## src/rtl/pipe_add_pkg.sv

```systemverilog
// pipe_add_pkg
// Shared helpers for the pipelined adder: derives the pipeline depth from the
// operand width and slice width, and validates that combination.
// No ports (package).
package pipe_add_pkg;

    // Number of ripple slices, which is also the number of pipeline stages.
    function automatic int calc_stages(input int w, input int chunk);
        return w / chunk;
    endfunction

    // True when the operand width splits evenly into whole slices.
    function automatic bit params_ok(input int w, input int chunk);
        return (chunk > 0) && (w >= chunk) && ((w % chunk) == 0);
    endfunction

endpackage

```

## src/rtl/pipe_add_chunk.sv

```systemverilog
// add_chunk
// Combinational N-bit ripple slice used once per pipeline stage.
// Ports:
//   a, b   in  N  slice operands (b already inverted for subtract)
//   cin    in  1  carry into bit 0 of the slice
//   sum    out N  slice sum
//   cout   out 1  carry out of the slice MSB
//   c_msb  out 1  carry into the slice MSB (used for signed overflow)
module add_chunk
    import pipe_add_pkg::*;
#(
    parameter int N = 8
) (
    input  logic [N-1:0] a,
    input  logic [N-1:0] b,
    input  logic         cin,
    output logic [N-1:0] sum,
    output logic         cout,
    output logic         c_msb
);

    logic [N:0] full;

    assign full = {1'b0, a} + {1'b0, b} + {{N{1'b0}}, cin};
    assign sum  = full[N-1:0];
    assign cout = full[N];

    // The carry into the MSB is the carry out of the lower N-1 bits; a
    // one-bit slice has no lower bits, so it is simply the slice carry-in.
    generate
        if (N == 1) begin : g_one_bit
            assign c_msb = cin;
        end else begin : g_multi_bit
            logic [N-1:0] low;
            assign low   = {1'b0, a[N-2:0]} + {1'b0, b[N-2:0]} + {{(N-1){1'b0}}, cin};
            assign c_msb = low[N-1];
        end
    endgenerate

endmodule

```

## src/rtl/pipe_add.sv

```systemverilog
// pipe_add
// Pipelined W-bit adder/subtractor built from W/CHUNK carry-chained slices,
// one slice per stage, with valid/ready handshakes on input and output.
// Ports:
//   clk        in  1  clock, rising edge
//   reset      in  1  asynchronous active-high reset (clears valid bits only)
//   in_valid   in  1  operation offered
//   in_ready   out 1  operation accepted when in_valid && in_ready
//   a, b       in  W  operands
//   cin        in  1  carry-in, ignored when sub=1
//   sub        in  1  0: a+b+cin, 1: a-b
//   out_valid  out 1  result present
//   out_ready  in  1  downstream accepts result
//   sum        out W  result modulo 2^W
//   cout       out 1  unsigned carry-out (no-borrow for subtract)
//   ovf        out 1  signed overflow
module pipe_add
    import pipe_add_pkg::*;
#(
    parameter int W     = 32,
    parameter int CHUNK = 8
) (
    input  logic         clk,
    input  logic         reset,
    input  logic         in_valid,
    output logic         in_ready,
    input  logic [W-1:0] a,
    input  logic [W-1:0] b,
    input  logic         cin,
    input  logic         sub,
    output logic         out_valid,
    input  logic         out_ready,
    output logic [W-1:0] sum,
    output logic         cout,
    output logic         ovf
);

    localparam int STAGES = calc_stages(W, CHUNK);

    generate
        if (!params_ok(W, CHUNK)) begin : g_bad_params
            $error("pipe_add: W must be a non-zero multiple of CHUNK");
        end
    endgenerate

    // Per-stage registers. Operand skew registers are kept full width so
    // every stage indexes its slice the same way; the low slices a stage has
    // already consumed are never read and fall away in synthesis.
    logic [STAGES-1:0][W-1:0] a_pipe;
    logic [STAGES-1:0][W-1:0] b_pipe;
    logic [STAGES-1:0][W-1:0] sum_pipe;
    logic [STAGES-1:0]        carry_pipe;
    logic [STAGES-1:0]        c_msb_pipe;
    logic [STAGES-1:0]        valid_pipe;

    // Combinational slice inputs/outputs, one entry per stage.
    logic [STAGES-1:0][CHUNK-1:0] op_a;
    logic [STAGES-1:0][CHUNK-1:0] op_b;
    logic [STAGES-1:0]            op_c;
    logic [STAGES-1:0][CHUNK-1:0] chunk_sum;
    logic [STAGES-1:0]            chunk_cout;
    logic [STAGES-1:0]            chunk_c_msb;

    logic         en;
    logic [W-1:0] b_eff;
    logic         cin_eff;

    // Subtract is A + ~B + 1; the +1 rides in on the stage-0 carry.
    assign b_eff   = sub ? ~b : b;
    assign cin_eff = sub | cin;

    // Whole pipe advances together; a stalled output freezes every stage.
    assign en       = !out_valid || out_ready;
    assign in_ready = en;

    generate
        for (genvar gi = 0; gi < STAGES; gi++) begin : g_stage
            if (gi == 0) begin : g_first
                assign op_a[gi] = a[CHUNK-1:0];
                assign op_b[gi] = b_eff[CHUNK-1:0];
                assign op_c[gi] = cin_eff;
            end else begin : g_rest
                assign op_a[gi] = a_pipe[gi-1][gi*CHUNK +: CHUNK];
                assign op_b[gi] = b_pipe[gi-1][gi*CHUNK +: CHUNK];
                assign op_c[gi] = carry_pipe[gi-1];
            end

            add_chunk #(
                .N(CHUNK)
            ) u_add (
                .a    (op_a[gi]),
                .b    (op_b[gi]),
                .cin  (op_c[gi]),
                .sum  (chunk_sum[gi]),
                .cout (chunk_cout[gi]),
                .c_msb(chunk_c_msb[gi])
            );
        end
    endgenerate

    always_ff @(posedge clk or posedge reset) begin
        if (reset) begin
            valid_pipe <= '0;
        end else if (en) begin
            valid_pipe[0] <= in_valid;
            for (int k = 1; k < STAGES; k++) begin
                valid_pipe[k] <= valid_pipe[k-1];
            end
        end
    end

    // Data registers carry no reset; their contents are qualified by valid.
    always_ff @(posedge clk) begin
        if (en) begin
            a_pipe[0]     <= a;
            b_pipe[0]     <= b_eff;
            sum_pipe[0]   <= W'(chunk_sum[0]);
            carry_pipe[0] <= chunk_cout[0];
            c_msb_pipe[0] <= chunk_c_msb[0];
            for (int k = 1; k < STAGES; k++) begin
                a_pipe[k]                       <= a_pipe[k-1];
                b_pipe[k]                       <= b_pipe[k-1];
                sum_pipe[k]                     <= sum_pipe[k-1];
                sum_pipe[k][k*CHUNK +: CHUNK]   <= chunk_sum[k];
                carry_pipe[k]                   <= chunk_cout[k];
                c_msb_pipe[k]                   <= chunk_c_msb[k];
            end
        end
    end

    assign out_valid = valid_pipe[STAGES-1];
    assign sum       = sum_pipe[STAGES-1];
    assign cout      = carry_pipe[STAGES-1];
    assign ovf       = carry_pipe[STAGES-1] ^ c_msb_pipe[STAGES-1];

    // Skew bits that no stage reads; gathered here so they are consumed.
    logic unused_skew;
    assign unused_skew = ^{a_pipe, b_pipe, c_msb_pipe};

endmodule

```

## config.mk

```make
export PLATFORM = sky130hd
export DESIGN_NAME = pipe_add
export DESIGN_NICKNAME = d
export VERILOG_FILES = /design/src/rtl/pipe_add_pkg.sv /design/src/rtl/pipe_add_chunk.sv /design/src/rtl/pipe_add.sv
export SDC_FILE = /design/constraint.sdc
export NUM_CORES = 1
export LEC_CHECK = 0
export ABC_AREA = 0
export CAP_MARGIN = 0
export CORE_MARGIN = 2
export CORE_UTILIZATION = 58
export DETAILED_ROUTE_END_ITERATION = 6
export PLACE_DENSITY = 0.87
export REMOVE_ABC_BUFFERS = 1
export SLEW_MARGIN = 10
export SYNTH_ARGS = -nofsm -noshare
export SYNTH_HDL_FRONTEND = slang
export SYNTH_SLANG_ARGS = --single-unit
```

## constraint.sdc

```tcl
create_clock -name clk -period 20.6 [get_ports clk]
set_clock_uncertainty 0.2 [all_clocks]
set_input_delay 6.18 -clock clk [delete_from_list [all_inputs] [get_ports clk]]
set_output_delay 6.18 -clock clk [all_outputs]
set_load 0.02 [all_outputs]
```

==> results of run 1 <==
==> synthesized netlist by cell type <==
| library cell | n |
|---|---|
| mux2_2 | 3 |
| a2bb2oi_1 | 1 |
| edfxtp_1 | 181 |
| or3_1 | 2 |
| a21o_1 | 2 |
| o21ai_0 | 14 |
| o31a_1 | 1 |
| nor2_1 | 3 |
| o41ai_2 | 1 |
| inv_1 | 14 |
| dfrtp_1 | 4 |
| o21a_1 | 7 |
| xnor2_1 | 13 |
| o2111ai_1 | 1 |
| nor2b_1 | 1 |
| o21bai_1 | 5 |
| xor2_1 | 42 |
| ha_1 | 28 |
| fa_1 | 8 |
| a2111oi_2 | 2 |
| nor4_1 | 1 |
| or2_2 | 1 |
| buf_2 | 4 |
| o22ai_1 | 1 |
| nand2b_1 | 2 |
| nand2_1 | 7 |
| a21oi_1 | 25 |
| o22a_1 | 1 |
| nand3_1 | 2 |
| buf_4 | 32 |
| a211oi_2 | 2 |
| nor3_1 | 2 |
==> state kept, by name (all words and copies together), names as in the netlist <==
register	count
b_pipe	48
sum_pipe	48
sum	32
carry_pipe	4
valid_pipe	4
a_pipe	48
c_msb_pipe	1
==> power groups by stage <==
stage,registers (mW),clock network [mW],logic (mW)
floorplan,0.693,0,0.167
global placement,0.636,0,0.316
detailed placement,0.645,0,0.333
CTS,0.639,0.324,0.335
global route,0.649,0.340,0.365
finish,0.636,0.319,0.334
==> kinds of logic after synthesis <==
family          count (synthesis)
xor+xnor                       55
compound gates                 63
simple gates                   21
fa+ha+maj                      36
buf+inv                        50
mux                             3
flops                         185
==> cell type report <==
type,instances,area [sq um],area share
Sequential cell,185,5535,0.6151
Multi-Input combinational cell,178,1548,0.1720
Timing Repair Buffer,107,1061,0.1179
Clock buffer,19,432.9,0.04811
Tap cell,172,215.2,0.02392
Clock inverter,13,153.9,0.01710
Inverter,14,52.55,0.005840
==> worst max-delay path, stage by stage <==
cell             delay [ps]
clkdlybuf4s50_1         450
nand2b_4                230
clkdlybuf4s50_1         670
==> metal layers <==
layer  GRT usage  vias to the layer above
met2      0.2836                       94
met1      0.1794                     1694
li1            -                     1691
met4     0.08157                        0
met5           0                        -
met3     0.04274                       15
==> final timing paths <==
kind | endpoint | cells after the start
max in group asynchronous | valid_pipe[2] | 2
hold / removal | b_pipe[48] | 0
hold reg to reg | b_pipe[48] | 0
setup reg to reg | carry_pipe[2] | 6
setup / recovery | in_ready | 3
min in group asynchronous | valid_pipe[0] | 2
==> metrics by stage <==
stage          setup slack (ps)  area, sq um  instances  hold WS, ps
2_1_floorplan              3465         7128        377        200.3
3_3_place_gp               6698         8412        656        200.9
3_5_place_dp               6683         8412        656        204.5
4_1_cts                    6678         8999        688        215.3
5_1_grt                    6644         8999        688        222.2
6_report                   6693         8999        688        214.1
==> out/qor.txt, run 1 <==
Pwr/cell area -> 143.1 nW/um^2
Fraction of layout cells with a size suffix above 1 -> 0.07946
Worst Path Max Fanout -> 15
Max Freq -> 0.07191 GHz
Syn-to-layout area delta -> 21.80%
Core region area -> 12,520 sq um
Slew @ Worst Pin -> 1056 ps
Ant diodes -> 0
Fin. Hold Viols -> 0
Setup bufs post-CTS -> 0
Synth top area cells -> edfxtp_1 (74%), xor2_1 (5.0%), ha_1 (4.7%)
RR Startpoint -> a_pipe[48]
Initial drt markers -> 274
Clock share of power -> 0.247
Adder-cell share of the synthesized area -> 0.06909
Nets -> 609
Critical path class -> primary input to primary output
Unrepaired setup endpoints after global routing -> no
Met3 WL -> 500 um
Initial antenna violation count -> 0
Largest net degree at the start of global routing -> 90
Starting density of the core -> 0.5903
Global route overflow -> 0
Crit start category -> primary input
Top Layer Used -> met4
Port bufs -> 105
Mapped Cells -> 413
Max Cap Violations -> 0
Hold buffer count at CTS -> 0
GP Congestion -> 0.7430
Worst Path Required -> 14,220 ps
HPWL after DPL -> 6781 um
Root buffer cell -> clkbuf_16
Via/cell ratio -> 5.078
Reg2reg setup slack -> 17,880 ps
VDD IR max -> 0.07047 mV
Power Total -> 1.288 mW
Syn avg cell area -> 17.89 sq um
GRT Total Usage -> 0.1604
Clk Latency, worst-skew pair -> 420 ps
Synth Warn # -> 0
Crit end category -> primary output
Total of cells resized after clock tree synthesis -> 0
Worst Hold Launch -> b_pipe[16]
Slew Limit Headroom -> 0.2959
Antenna Nets Post-Route -> 0
Reg clk slew, reported paths -> 60 ps
First-pass GRT wire length -> 16,140 um
Post-Route WL -> 10,270 um
Wire length per cell -> 14.92 um
Synth Area in Simple Gates -> 0.01372
Fill cell count -> 812
CTS Buf Count -> 17
Die ar. -> 13,660 sq um
Seq cells post-synth -> 185
Die Span Y -> 116.9 um
Clk sinks -> 185
Xor and xnor area share after synthesis -> 0.06520
Worst min-delay path category -> flop to flop
Status -> finished, final reports clean
Vias post-DR -> 3,494
Logic gate share of total power -> 0.259
Period utilisation layout -> 0.6751
Worst EP arrival -> 7530 ps
Commonest non-fill, non-tap cell in the layout -> edfxtp_1
Final setup viols -> 0
Routed length on met1 -> 3963 um
Die boundary width -> 116.9 um
Clk buf depth -> 2
Mapped Area -> 7388 sq um
Met2 wire length -> 5594 um
Register share of total power -> 0.494
Fin Setup TNS -> 0 ps
H-Tree Depth -> 4
Vias in the first global route -> 3,501
CP Launch Point -> out_ready
Max-slew violations -> 0
Fin util -> 0.7189
Drt pass-1 iters -> 5
Top-area cell type share of the netlist area -> 0.7356
Sw Ratio -> 0.2731
Post-layout min period -> 13,910 ps
Rows -> 41
Most frequent cells in the layout -> edfxtp_1 (181), clkdlybuf4s50_1 (104), xor2_1 (42)
Psw -> 351.7 uW
Compound-gate portion of the synthesized area -> 0.05588
Synth area leader -> edfxtp_1
I/O Pins -> 106
Internal power -> 936.4 uW
Mux contribution to synthesized area -> 0.004572
Drt drc -> 0
Distinct cells, synth -> 32
CTS tree -> built
Leak -> 3.291 nW
Post-synthesis sequential area ratio -> 0.7492
Largest family of logic cells by synthesized area -> adder cells
Note: power is estimated with default switching activity, not from simulation.
==> run 2: changes to the inputs <==
--- a/config.mk
+++ b/config.mk
@@ -8,9 +8,9 @@
 export ABC_AREA = 0
 export CAP_MARGIN = 0
 export CORE_MARGIN = 2
-export CORE_UTILIZATION = 58
+export CORE_UTILIZATION = 49
 export DETAILED_ROUTE_END_ITERATION = 6
-export PLACE_DENSITY = 0.87
+export PLACE_DENSITY = 0.79
 export REMOVE_ABC_BUFFERS = 1
 export SLEW_MARGIN = 10
 export SYNTH_ARGS = -nofsm -noshare
==> constraint.sdc (replaced) <==
create_clock -name clk -period 12.5 [get_ports clk]
set_clock_uncertainty 0.2 [all_clocks]
set_input_delay 3.75 -clock clk [delete_from_list [all_inputs] [get_ports clk]]
set_output_delay 3.75 -clock clk [all_outputs]
set_load 0.02 [all_outputs]
==> run 2 against run 1 <==
Effect of this change:
- routed wire length shrank 0.53%
- count of clock-buffer cells in the layout grew 5
- die area grew 18%
- cell count grew 1.9%
- global-route usage shrank 2.6 points
==> out/qor.txt, run 2 (same netlist as run 1, synthesis figures left out) <==
Total of cells resized after clock tree synthesis -> 0 (unchanged)
Starting density of the core -> 0.5045 (-0.08574)
# placed instances -> 669 (+2.0%)
GRT met3 Usage -> 0.03712 (-0.005624)
GP Congestion -> 0.7604 (+2.3%)
Clock share of power -> 0.232 (-0.015)
Period utilisation layout -> 0.7315
Leak -> 3.271 nW (-0.61%)
H-Tree Depth -> 4 (unchanged)
Commonest non-fill, non-tap cell in the layout -> edfxtp_1
Max Cap Violations -> 0 (unchanged)
Setup bufs post-CTS -> 0 (unchanged)
Status -> finished, final reports clean
Fin Setup TNS -> 0 ps (unchanged)
Sw Ratio -> 0.2737 (+0.0006154)
Initial drt markers -> 247 (-9.9%)
Critical path class -> primary input to primary output
Root buffer cell -> clkbuf_16
Worst slack, placed -> 3358 ps (-3325 ps)
Max-slew violations -> 0 (unchanged)
Nets -> 610 (+0.16%)
Syn-to-layout area delta -> 21.27%
First-pass GRT wire length -> 16,420 um (+1.7%)
Drt drc -> 0 (unchanged)
GRT Total Usage -> 0.1347 (-0.02576)
Fin. Hold Viols -> 0 (unchanged)
Reg clk slew, reported paths -> 60 ps (about the same)
Global route overflow -> 0 (unchanged)
Slack of the critical path -> 3356 ps (-3337 ps)
Hold WS -> 215.4 ps (+1.292 ps)
Post-Route WL -> 10,210 um (-0.53%)
VDD IR max -> 0.1161 mV (+65%)
Worst Path Required -> 8550 ps (-5670 ps)
HPWL after DPL -> 6831 um (+0.74%)
Die Span Y -> 126.8 um (+8.5%)
Slew @ Worst Pin -> 1006 ps (-50.61 ps)
Unrepaired setup endpoints after global routing -> no
Worst Path Max Fanout -> 21 (+6)
Met1 usage -> 0.1485 (-0.03091)
Die boundary width -> 126.8 um (+8.5%)
Pwr/cell area -> 230.9 nW/um^2 (+61%)
Clk Latency, worst-skew pair -> 420 ps (about the same)
Register share of total power -> 0.506 (+0.012)
Busiest grt layer -> met2
I/O Pins -> 106 (unchanged)
Psw -> 566.1 uW (+61%)
Logic gate share of total power -> 0.262 (+0.003)
Fin cells -> 701 (+1.9%)
Initial antenna violation count -> 0 (unchanged)
Post-place instance area -> 8434 sq um (+0.27%)
Final setup viols -> 0 (unchanged)
Via/cell ratio -> 4.969 (-2.2%)
Vias post-DR -> 3,483 (-0.31%)
Worst min-delay path category -> flop to flop
Biggest regs -> a_pipe x48, b_pipe x48, sum_pipe x48
Layout Cell Area excl Fill -> 8960 sq um (-0.43%)
Fraction of layout cells with a size suffix above 1 -> 0.06963 (-0.009825)
Drt pass-1 iters -> 4 (-1)
Hold buffer count at CTS -> 0 (unchanged)
Fill cell count -> 1,088 (+34%)
Worst EP arrival -> 5190 ps (-2340 ps)
Wire length per cell -> 14.57 um (-2.4%)
Post-layout min period -> 9144 ps
Internal power -> 1.502 mW (+60%)
Met2 usage -> 0.2401 (-0.04356)
Crit start category -> primary input
Die ar. -> 16,080 sq um (+18%)
Core region area -> 14,640 sq um (+17%)
Reg2reg setup slack -> 9810 ps (-8070 ps)
Largest net degree at the start of global routing -> 86 (-4.4%)
Most frequent cells in the layout -> edfxtp_1 (181), clkdlybuf4s50_1 (104), xor2_1 (42)
Vias in the first global route -> 3,524 (+0.66%)
Crit end category -> primary output
Slew Limit Headroom -> 0.3296 (+0.03374)
Clk buf depth -> 2 (unchanged)
Max Freq -> 0.1094 GHz
Ant diodes -> 0 (unchanged)
Antenna Nets Post-Route -> 0 (unchanged)
Rows -> 44 (+7.3%)
CTS tree -> built
Port bufs -> 105 (unchanged)
Clk sinks -> 185 (unchanged)
CTS Buf Count -> 17 (unchanged)
## run 2: cell types whose count changed in the layout (fill, tap and decap cells not counted), moves of 2 or more
| cell | change |
|---|---|
| bufinv_16 | -2 |
| clkinvlp_4 | -3 |
| clkinv_2 | -2 |
| clkbuf_1 | +5 |
## run 2: worst max-delay path, stage by stage
cell	delay (ps)
clkdlybuf4s50_1	480
nand2b_4	290
clkdlybuf4s50_1	660
## run 2: worst paths after layout
check                      startpoint            end  cells past startpoint
setup / recovery            out_ready       in_ready                      3
hold / removal             b_pipe[26]     b_pipe[58]                      0
setup reg to reg           a_pipe[48]  carry_pipe[2]                      6
hold reg to reg            b_pipe[26]     b_pipe[58]                      0
max in group asynchronous       reset  valid_pipe[3]                      2
min in group asynchronous       reset  valid_pipe[0]                      2
## run 2: per-layer routing
metal | share of wire | vias to the layer above
li1 | - | 1691
met1 | 0.40 | 1678
met2 | 0.53 | 95
met3 | 0.041 | 19
met4 | 0.026 | 0
met5 | 0 | -
## run 2: power by group through the flow
stage	clock network (mW)	logic [mW]	registers, mW
floorplan	0	0.275	1.14
global placement	0	0.525	1.05
detailed placement	0	0.546	1.06
CTS	0.492	0.548	1.05
global route	0.516	0.595	1.07
finish	0.479	0.542	1.05
## run 2: final cells by class
class	count	area [sq um]	share of cell area
sequential	185	5535	0.6178
timing repair buffer	108	1069	0.1193
clock buffer	24	451.7	0.05041
inverter	14	52.55	0.005865
tap	184	230.2	0.02569
clock inverter	8	73.82	0.008239
multi-input combinational	178	1548	0.1727
## run 2: metrics by stage
step                      power [mW]    util
after floorplan                1.418       -
after CTS                      2.092  0.6118
after global placement         1.576  0.5760
after global routing           2.181  0.6118
after detailed placement       1.609  0.5760
final                          2.069  0.6118
